**src/rtl/alu_pkg.sv**
```systemverilog
// Shared definitions for the ALU sequencer: ALU opcodes, the MUL macro-opcode,
// flag bit positions and the sequencer state encoding.
package alu_pkg;

  // ALU opcodes used by the sequencer (the ALU decodes 6'b000001..6'b010011)
  localparam logic [5:0] OP_NOP   = 6'b000000;
  localparam logic [5:0] OP_ADD   = 6'b000001;
  localparam logic [5:0] OP_ASL_D = 6'b001100;
  localparam logic [5:0] OP_LAST  = 6'b010011;

  // Macro-opcode handled by the sequencer itself, never sent to the ALU
  localparam logic [5:0] OP_MUL   = 6'b100000;

  // Flag vector layout {carry, negative, zero, overflow}
  localparam int FLG_C = 3;
  localparam int FLG_N = 2;
  localparam int FLG_Z = 1;
  localparam int FLG_V = 0;

  // Sequencer states
  typedef logic [2:0] state_t;
  localparam state_t ST_IDLE      = 3'd0;
  localparam state_t ST_EXEC      = 3'd1;
  localparam state_t ST_MUL_ADD   = 3'd2;
  localparam state_t ST_MUL_SHIFT = 3'd3;
  localparam state_t ST_DONE      = 3'd4;

endpackage

```
**src/rtl/alu_seq_ctrl.sv**
```systemverilog
// Sequencer in front of the shared combinational ALU.
// Single ALU opcodes are issued for one cycle and their result/flags captured.
// The MUL macro-opcode runs a shift-add multiply that reuses the ALU's ADD and
// arithmetic-shift-left-D operations, one multiplier bit per ADD/SHIFT pair.
//
// Ports:
//   clk, rst_n                        clock, asynchronous active-low reset
//   in_valid/in_ready, in_op/d/m      request handshake and operands
//   out_valid/out_ready               result handshake (held until out_ready)
//   out_result, out_flags             result and {carry/uovf, neg, zero, ovf}
//   alu_opcode/alu_d/alu_m            drive to the ALU (0 when idle)
//   alu_result/alu_flags              combinational ALU response
module alu_seq_ctrl
  import alu_pkg::*;
#(
  parameter int WIDTH = 16
) (
  input  logic             clk,
  input  logic             rst_n,
  input  logic             in_valid,
  output logic             in_ready,
  input  logic [5:0]       in_op,
  input  logic [WIDTH-1:0] in_d,
  input  logic [WIDTH-1:0] in_m,
  output logic             out_valid,
  input  logic             out_ready,
  output logic [WIDTH-1:0] out_result,
  output logic [3:0]       out_flags,
  output logic [5:0]       alu_opcode,
  output logic [WIDTH-1:0] alu_d,
  output logic [WIDTH-1:0] alu_m,
  input  logic [WIDTH-1:0] alu_result,
  input  logic [3:0]       alu_flags
);

  state_t           state;
  logic [5:0]       op_q;
  logic [WIDTH-1:0] d_q;
  logic [WIDTH-1:0] m_q;
  logic [WIDTH-1:0] acc;
  logic [WIDTH-1:0] mcand;
  logic [WIDTH-1:0] mplier;
  logic [3:0]       cnt;
  logic             uovf;

  logic [WIDTH-1:0] mplier_nxt;
  logic             mul_last;
  logic             uovf_shift;

  assign in_ready  = (state == ST_IDLE);
  assign out_valid = (state == ST_DONE);

  assign mplier_nxt = mplier >> 1;
  assign mul_last   = (mplier_nxt == '0) || (cnt == 4'd15);
  // A set top bit shifted out of the multiplicand is lost; it would have been
  // part of a later partial product whenever multiplier bits remain.
  assign uovf_shift = uovf | (mcand[WIDTH-1] & (mplier_nxt != '0));

  // ALU drive: zero whenever the ALU result is not consumed
  always_comb begin
    alu_opcode = OP_NOP;
    alu_d      = '0;
    alu_m      = '0;
    case (state)
      ST_EXEC: begin
        alu_opcode = op_q;
        alu_d      = d_q;
        alu_m      = m_q;
      end
      ST_MUL_ADD: begin
        if (mplier[0]) begin
          alu_opcode = OP_ADD;
          alu_d      = acc;
          alu_m      = mcand;
        end
      end
      ST_MUL_SHIFT: begin
        alu_opcode = OP_ASL_D;
        alu_d      = mcand;
        alu_m      = '0;
      end
      default: ;
    endcase
  end

  always_ff @(posedge clk or negedge rst_n) begin
    if (!rst_n) begin
      state      <= ST_IDLE;
      op_q       <= '0;
      d_q        <= '0;
      m_q        <= '0;
      acc        <= '0;
      mcand      <= '0;
      mplier     <= '0;
      cnt        <= '0;
      uovf       <= 1'b0;
      out_result <= '0;
      out_flags  <= '0;
    end else begin
      case (state)
        ST_IDLE: begin
          if (in_valid) begin
            op_q <= in_op;
            d_q  <= in_d;
            m_q  <= in_m;
            if (in_op == OP_MUL) begin
              acc    <= '0;
              mcand  <= in_d;
              mplier <= in_m;
              cnt    <= '0;
              uovf   <= 1'b0;
              state  <= ST_MUL_ADD;
            end else begin
              state <= ST_EXEC;
            end
          end
        end

        ST_EXEC: begin
          out_result <= alu_result;
          out_flags  <= alu_flags;
          state      <= ST_DONE;
        end

        ST_MUL_ADD: begin
          // Carry out of the accumulate means the true sum exceeded WIDTH bits
          if (mplier[0]) begin
            acc  <= alu_result;
            uovf <= uovf | alu_flags[FLG_C];
          end
          state <= ST_MUL_SHIFT;
        end

        ST_MUL_SHIFT: begin
          mcand  <= alu_result;
          mplier <= mplier_nxt;
          cnt    <= cnt + 4'd1;
          uovf   <= uovf_shift;
          if (mul_last) begin
            out_result <= acc;
            out_flags  <= {uovf_shift, acc[WIDTH-1], (acc == '0), 1'b0};
            state      <= ST_DONE;
          end else begin
            state <= ST_MUL_ADD;
          end
        end

        ST_DONE: begin
          if (out_ready) begin
            state <= ST_IDLE;
          end
        end

        default: state <= ST_IDLE;
      endcase
    end
  end

endmodule
```
**config.mk**
```make
export PLATFORM = sky130hd
export DESIGN_NAME = alu_seq_ctrl
export DESIGN_NICKNAME = d
export VERILOG_FILES = /design/src/rtl/alu_pkg.sv /design/src/rtl/alu_seq_ctrl.sv
export SDC_FILE = /design/constraint.sdc
export NUM_CORES = 1
export LEC_CHECK = 0
export BUFFER_PORTS_ARGS = -buffer_cell sky130_fd_sc_hd__buf_2
export CORE_MARGIN = 2
export CORE_UTILIZATION = 58
export CTS_BUF_LIST = sky130_fd_sc_hd__clkbuf_16
export CTS_CLUSTER_DIAMETER = 120
export DETAILED_ROUTE_END_ITERATION = 12
export HOLD_SLACK_MARGIN = 0.15
export PLACE_DENSITY = 0.85
export SLEW_MARGIN = 20
export SYNTH_ARGS = -nofsm -noshare
export SYNTH_HDL_FRONTEND = slang
export SYNTH_SLANG_ARGS = --single-unit
```
**constraint.sdc**
```tcl
create_clock -name clk -period 5.2 [get_ports clk]
set_clock_uncertainty 0.2 [all_clocks]
set_input_delay 1.56 -clock clk [delete_from_list [all_inputs] [get_ports clk]]
set_output_delay 1.56 -clock clk [all_outputs]
set_load 0.02 [all_outputs]
```
Word level (Yosys, flattened, before mapping)
Cells that the tools add are included.
Cells by class
  add/subtract/negate cells: 1
  equality and inequality tests: 11
  muxes and demuxes: 32
  bitwise gates (word level): 3
  reduce and logical (&&, ||, !) cells: 15
Operators with widths (count)
  $mux W16: 10
  $pmux W16 S2: 5
  $pmux W16 S3: 1
  $logic_not A16 Y1: 2
  $pmux W6 S3: 1
  $pmux W4 S2: 2
  $reduce_bool A16 Y1: 1
  $pmux W3 S5: 1
  $mux W4: 3
  $mux W3: 3
  $reduce_and A4 Y1: 2
  $eq A3 B2 Y1 const B: 2
  $eq A6 B6 Y1 const B: 1
  $ne A2 B2 Y1 const B: 3
  $reduce_and A2 Y1: 3
  $reduce_bool A2 Y1: 3
  $add A4 B1 Y4 const B: 1
  $eq A4 B4 Y1 const B: 1
  $mux W1: 4
  $ne A2 B1 Y1 const B: 2
  $eq A3 B1 Y1 const B: 1
  $eq A3 B3 Y1 const B: 1
  $logic_not A3 Y1: 1
  $pmux W1 S3: 1
  other kinds (6): 7
Storage, ports and cells
  bits in registers: 114
  output and inout bits: 60
  word-level logic and storage cells: 73

Depth between registers and ports, before layout
  word-level depth: 5
  gate-level depth with buffers: 8
  mapped depth without buffers: 5

Worst setup path after synthesis
OpenSTA, ideal clock, no wires.
  kind: flip-flop to output port
  start point: register state[2]
  end point: output alu_d[0]
  arrival time: 1.717 ns
  slack: 1.723 ns
  cell stages (with the launch flop): 7
  buffers on the path: 3
  cell sequence: dfrtp_1 -> buf_2 -> nor3_1 -> clkbuf_1 -> buf_1 -> nand2_1 -> o21ai_0
Between the ends
  longest elaborated chain between the ends: 2
Ends and longest elaborated chain
  start, declared: line alu_seq_ctrl.sv:36  | state_t state;
  start signal, assigned: line alu_seq_ctrl.sv:88  | state <= ST_IDLE;
  start signal, assigned: line alu_seq_ctrl.sv:112  | state <= ST_MUL_ADD;
  start signal, assigned: line alu_seq_ctrl.sv:114  | state <= ST_EXEC;
  $eq A3 B2 Y1 / $eq A3 B1 Y1 (equally long branches): line alu_seq_ctrl.sv:64  | case (state)
  $pmux W16 S3 *: line alu_seq_ctrl.sv:64
  end, declared: line alu_seq_ctrl.sv:30  | output logic [WIDTH-1:0] alu_d,
Mark *: on every way between the ends. The rest lies on a longest branch, timed or not.

Worst setup path after layout
  start point: register state[2]
  end point: output alu_m[13]
Between the ends
  longest elaborated chain between the ends: 2
Ends and longest elaborated chain
  $eq A3 B2 Y1 / $eq A3 B1 Y1 (equally long branches): line alu_seq_ctrl.sv:64
  $pmux W16 S2 *: line alu_seq_ctrl.sv:64
  end, declared: line alu_seq_ctrl.sv:31  | output logic [WIDTH-1:0] alu_m,
Marks and branches as above.

==> impl_metrics.env <==
export IMPL_layout_nets=705
export IMPL_ir_drop_v=0.000468
export IMPL_crit_path_max_fanout=18
export IMPL_clockPowerShare_pct=25.4
export IMPL_rows=35
export IMPL_synthDistinctLibCells=38
export IMPL_period_needed_ns=4.42
export IMPL_drive_above_1_share_pct=30.9
export IMPL_critical_path_arrival_ns=2.66
export IMPL_mostFrequentLayoutCell="buf_2"
export IMPL_die_h_microns=100
export IMPL_avgSynthCellArea_sq_um=10.0
export IMPL_grt_pass1_vias=4840
export IMPL_clkLatencyLatePin_ns=0.41
export IMPL_cpMaxStageDelayCell="nand2b_1"
export IMPL_max_freq_mhz=226
export IMPL_cts_num_sinks=114
export IMPL_switchingPower_mw=1.92
export IMPL_fp_dieW_microns=100
export IMPL_power_density_mw_per_mm2=736
export IMPL_synthToLayoutAreaGrowth_pct=23.8
export IMPL_tightest_slew_ns=1.07
export IMPL_routed_via_density=6.43
export IMPL_cap_violations=0
export IMPL_muxShareOfSynthArea_pct=10.8
export IMPL_drt_iter0_drc=508
export IMPL_coreArea_sq_mm=0.00911
export IMPL_yosysTopAreaCell="dfrtp_1"
export IMPL_reg2reg_from="state[1]$_DFFE_PN0P_"
export IMPL_final_cell_mix="120 x buf_2, 114 x dfrtp_1, 89 x nand2_1"
export IMPL_vias=4910
export IMPL_io_buffers=121
export IMPL_gr_total_overflow=0
export IMPL_h_tree_depth=4
export IMPL_slew_headroom_pct=28.7
export IMPL_initial_utilization_pct=58.9
export IMPL_hp_class="register to register"
export IMPL_die_area_sq_mm=0.0100
export IMPL_sw_frac_of_total_pct=39.3
export IMPL_setup_viol=0
export IMPL_fin_cells=764
export IMPL_first_pass_iters=5
export IMPL_pwr_share_comb_pct=39.5
export IMPL_clk_path_buf_depth=2
export IMPL_pre_cts_slack_ns=1.30
export IMPL_ant_nets=0
export IMPL_synth_nets=598
export IMPL_reg2reg_to="mplier[10]$_DFFE_PN0P_"
export IMPL_pin_count=122
export IMPL_reg2reg_slack_ns=2.38
export IMPL_synth_top_family_by_area="compound AO/OA/AOI/OAI gates"
export IMPL_drt_wl_total_microns=15800
export IMPL_cts_inserted_buffers=17
export IMPL_cts_repair_resized=0
export IMPL_wl_per_cell_microns=20.7
export IMPL_synth_compound_area_share_pct=18.5
export IMPL_synth_area_leaders="dfrtp_1 53%, mux2_2 8.0%, nand2_1 6.2%, a22o_1 5.6%, o22ai_1 4.1%"
export IMPL_cp_start_kind="register"
export IMPL_nFillCells=618
export IMPL_fin_ws_ns=0.777
export IMPL_path_class="register to output port"
export IMPL_syn_cell_area_sq_mm=0.00537
export IMPL_slew_violations=0
export IMPL_worstSetupEndpoint="alu_m[13]"
export IMPL_p_leak_nw=3.05
export IMPL_rsz0062_at_grt="false"
export IMPL_cts_hold_buffers=0
export IMPL_final_setup_tns_ns=0
export IMPL_synth_adder_area_share_pct=0.233
export IMPL_min_period_over_period_pct=85.1
export IMPL_crit_chain="nand2b_1 -> nor2_1 -> buf_4 -> a22o_1 -> buf_2"
export IMPL_r2r_cells=7
export IMPL_synth_simple_area_share_pct=13.1
export IMPL_grt_usage_pct=33.1
export IMPL_path_clk_slew_ns=0.05
export IMPL_dp_hpwl_microns=10100
export IMPL_remaining_drc_errors=0
export IMPL_grt_first_pass_wirelength_microns=25200
export IMPL_synthDominantCellAreaShare_pct=53.2
export IMPL_internal_power_mw=2.97
export IMPL_cts_setup_buffers=0
export IMPL_slowest_delay_ns=0.56
export IMPL_end_kind="output port"
export IMPL_cts_tree="built"
export IMPL_seq_power_share_pct=35.1
export IMPL_gp_congestion=0.881
export IMPL_cts_root_buf="clkbuf_16"
export IMPL_dpl_cell_count=734
export IMPL_finalHoldViolCount=0
export IMPL_cp_required_ns=3.44
export IMPL_synthXorXnorAreaFrac_pct=0
export IMPL_outcome="finished clean"
export IMPL_synth_seq_area_share_pct=53.2
export IMPL_antenna_found_initial=0
export IMPL_antenna_cells=0
export IMPL_crit_start="state[2]$_DFFE_PN0P_"
export IMPL_synth_warning_count=0
export IMPL_grt_max_degree=62
export IMPL_synthCells=535
export IMPL_ys_ff_latch=114
==> stage by stage <==
stage | util, % | hold WS (ns) | total power, mW | area (sq um)
2_1_floorplan | - | 0.241 | 2.99 | 5370
3_3_place_gp | 66.1 | 0.256 | 3.50 | 6020
3_5_place_dp | 66.1 | 0.278 | 3.59 | 6020
4_1_cts | 72.9 | 0.283 | 4.86 | 6640
5_1_grt | 72.9 | 0.306 | 5.13 | 6640
6_report | 72.9 | 0.285 | 4.89 | 6640
==> power by group through the flow <==
| stage | combinational [mW] | sequential [mW] | clock (mW) |
|---|---|---|---|
| floorplan | 1.33 | 1.66 | 0 |
| global placement | 1.82 | 1.68 | 0 |
| detailed placement | 1.89 | 1.70 | 0 |
| CTS | 1.91 | 1.70 | 1.24 |
| global route | 2.08 | 1.76 | 1.29 |
| finish | 1.93 | 1.71 | 1.24 |
==> cells by family (layout without fill, tap and decap cells) <==
logic type,count (synthesis),after routing
and+or+nand+nor,165,165
AOI/OAI and AO/OA,152,152
DFF,114,114
muxes,53,53
buffers and inverters,50,168
adders and majority gates,1,1
==> synth_stat cells, drive strengths merged <==
cell type,n
nand4,1
nor3,6
or2,2
a22oi,1
nor4,8
a21o,1
and2,1
ha,1
nor2b,2
a22o,34
o22ai,35
a221o,1
o21ai,20
o32ai,1
a2bb2oi,1
nand2,89
and3,5
nor2,45
mux2i,15
and4,1
a21oi,24
clkbuf,26
a31oi,32
nand3,3
or3,1
nand2b,1
mux2,38
inv,6
dfrtp,114
a21boi,1
o21a,1
buf,18
==> sequential cells by signal (all words and copies together), names as in the netlist <==
register    cells
m_q            16
d_q            16
mcand          16
op_q            6
mplier         16
out_result     16
cnt             4
state           3
uovf            1
out_flags       4
acc            16
==> worst min path at each step <==
stage                             from                  to  slack, ns  depth (start not counted)
finish              cnt[3]$_DFFE_PN0P_  cnt[3]$_DFFE_PN0P_       0.29                          1
global route        cnt[3]$_DFFE_PN0P_  cnt[3]$_DFFE_PN0P_       0.31                          1
CTS                 cnt[3]$_DFFE_PN0P_  cnt[3]$_DFFE_PN0P_       0.28                          1
detailed placement  cnt[3]$_DFFE_PN0P_  cnt[3]$_DFFE_PN0P_       0.28                          1
global placement    cnt[3]$_DFFE_PN0P_  cnt[3]$_DFFE_PN0P_       0.26                          1
floorplan           cnt[3]$_DFFE_PN0P_  cnt[3]$_DFFE_PN0P_       0.24                          1
==> worst max-delay path: cells and delay by family, from the launching register on <==
family,cells,cell delay [ns]
buffers and inverters,2,0.49
AO/OA/AOI/OAI,1,0.17
AND/OR/NAND/NOR,2,1.06
flip-flops,1,0.52
==> cell type report <==
class | instances | area, sq um | share of cell area (%)
flip-flops and latches | 114 | 2850 | 42.9
inverters | 6 | 22.5 | 0.339
well taps | 111 | 139 | 2.09
clock inverters | 13 | 193 | 2.90
clock buffers | 17 | 425 | 6.40
multi-input cells | 371 | 2310 | 34.7
repair buffers | 132 | 703 | 10.6
==> metal layers <==
layer / share of wire [%] / vias up / track usage (%)
li1: - / 2157 / -
met1: 38 / 2385 / 42.9
met2: 48 / 323 / 52.0
met3: 10 / 45 / 10.7
met4: 3.4 / 0 / 13.1
met5: 0 / - / 0
No activity file was read; power rests on OpenSTA's default activity.
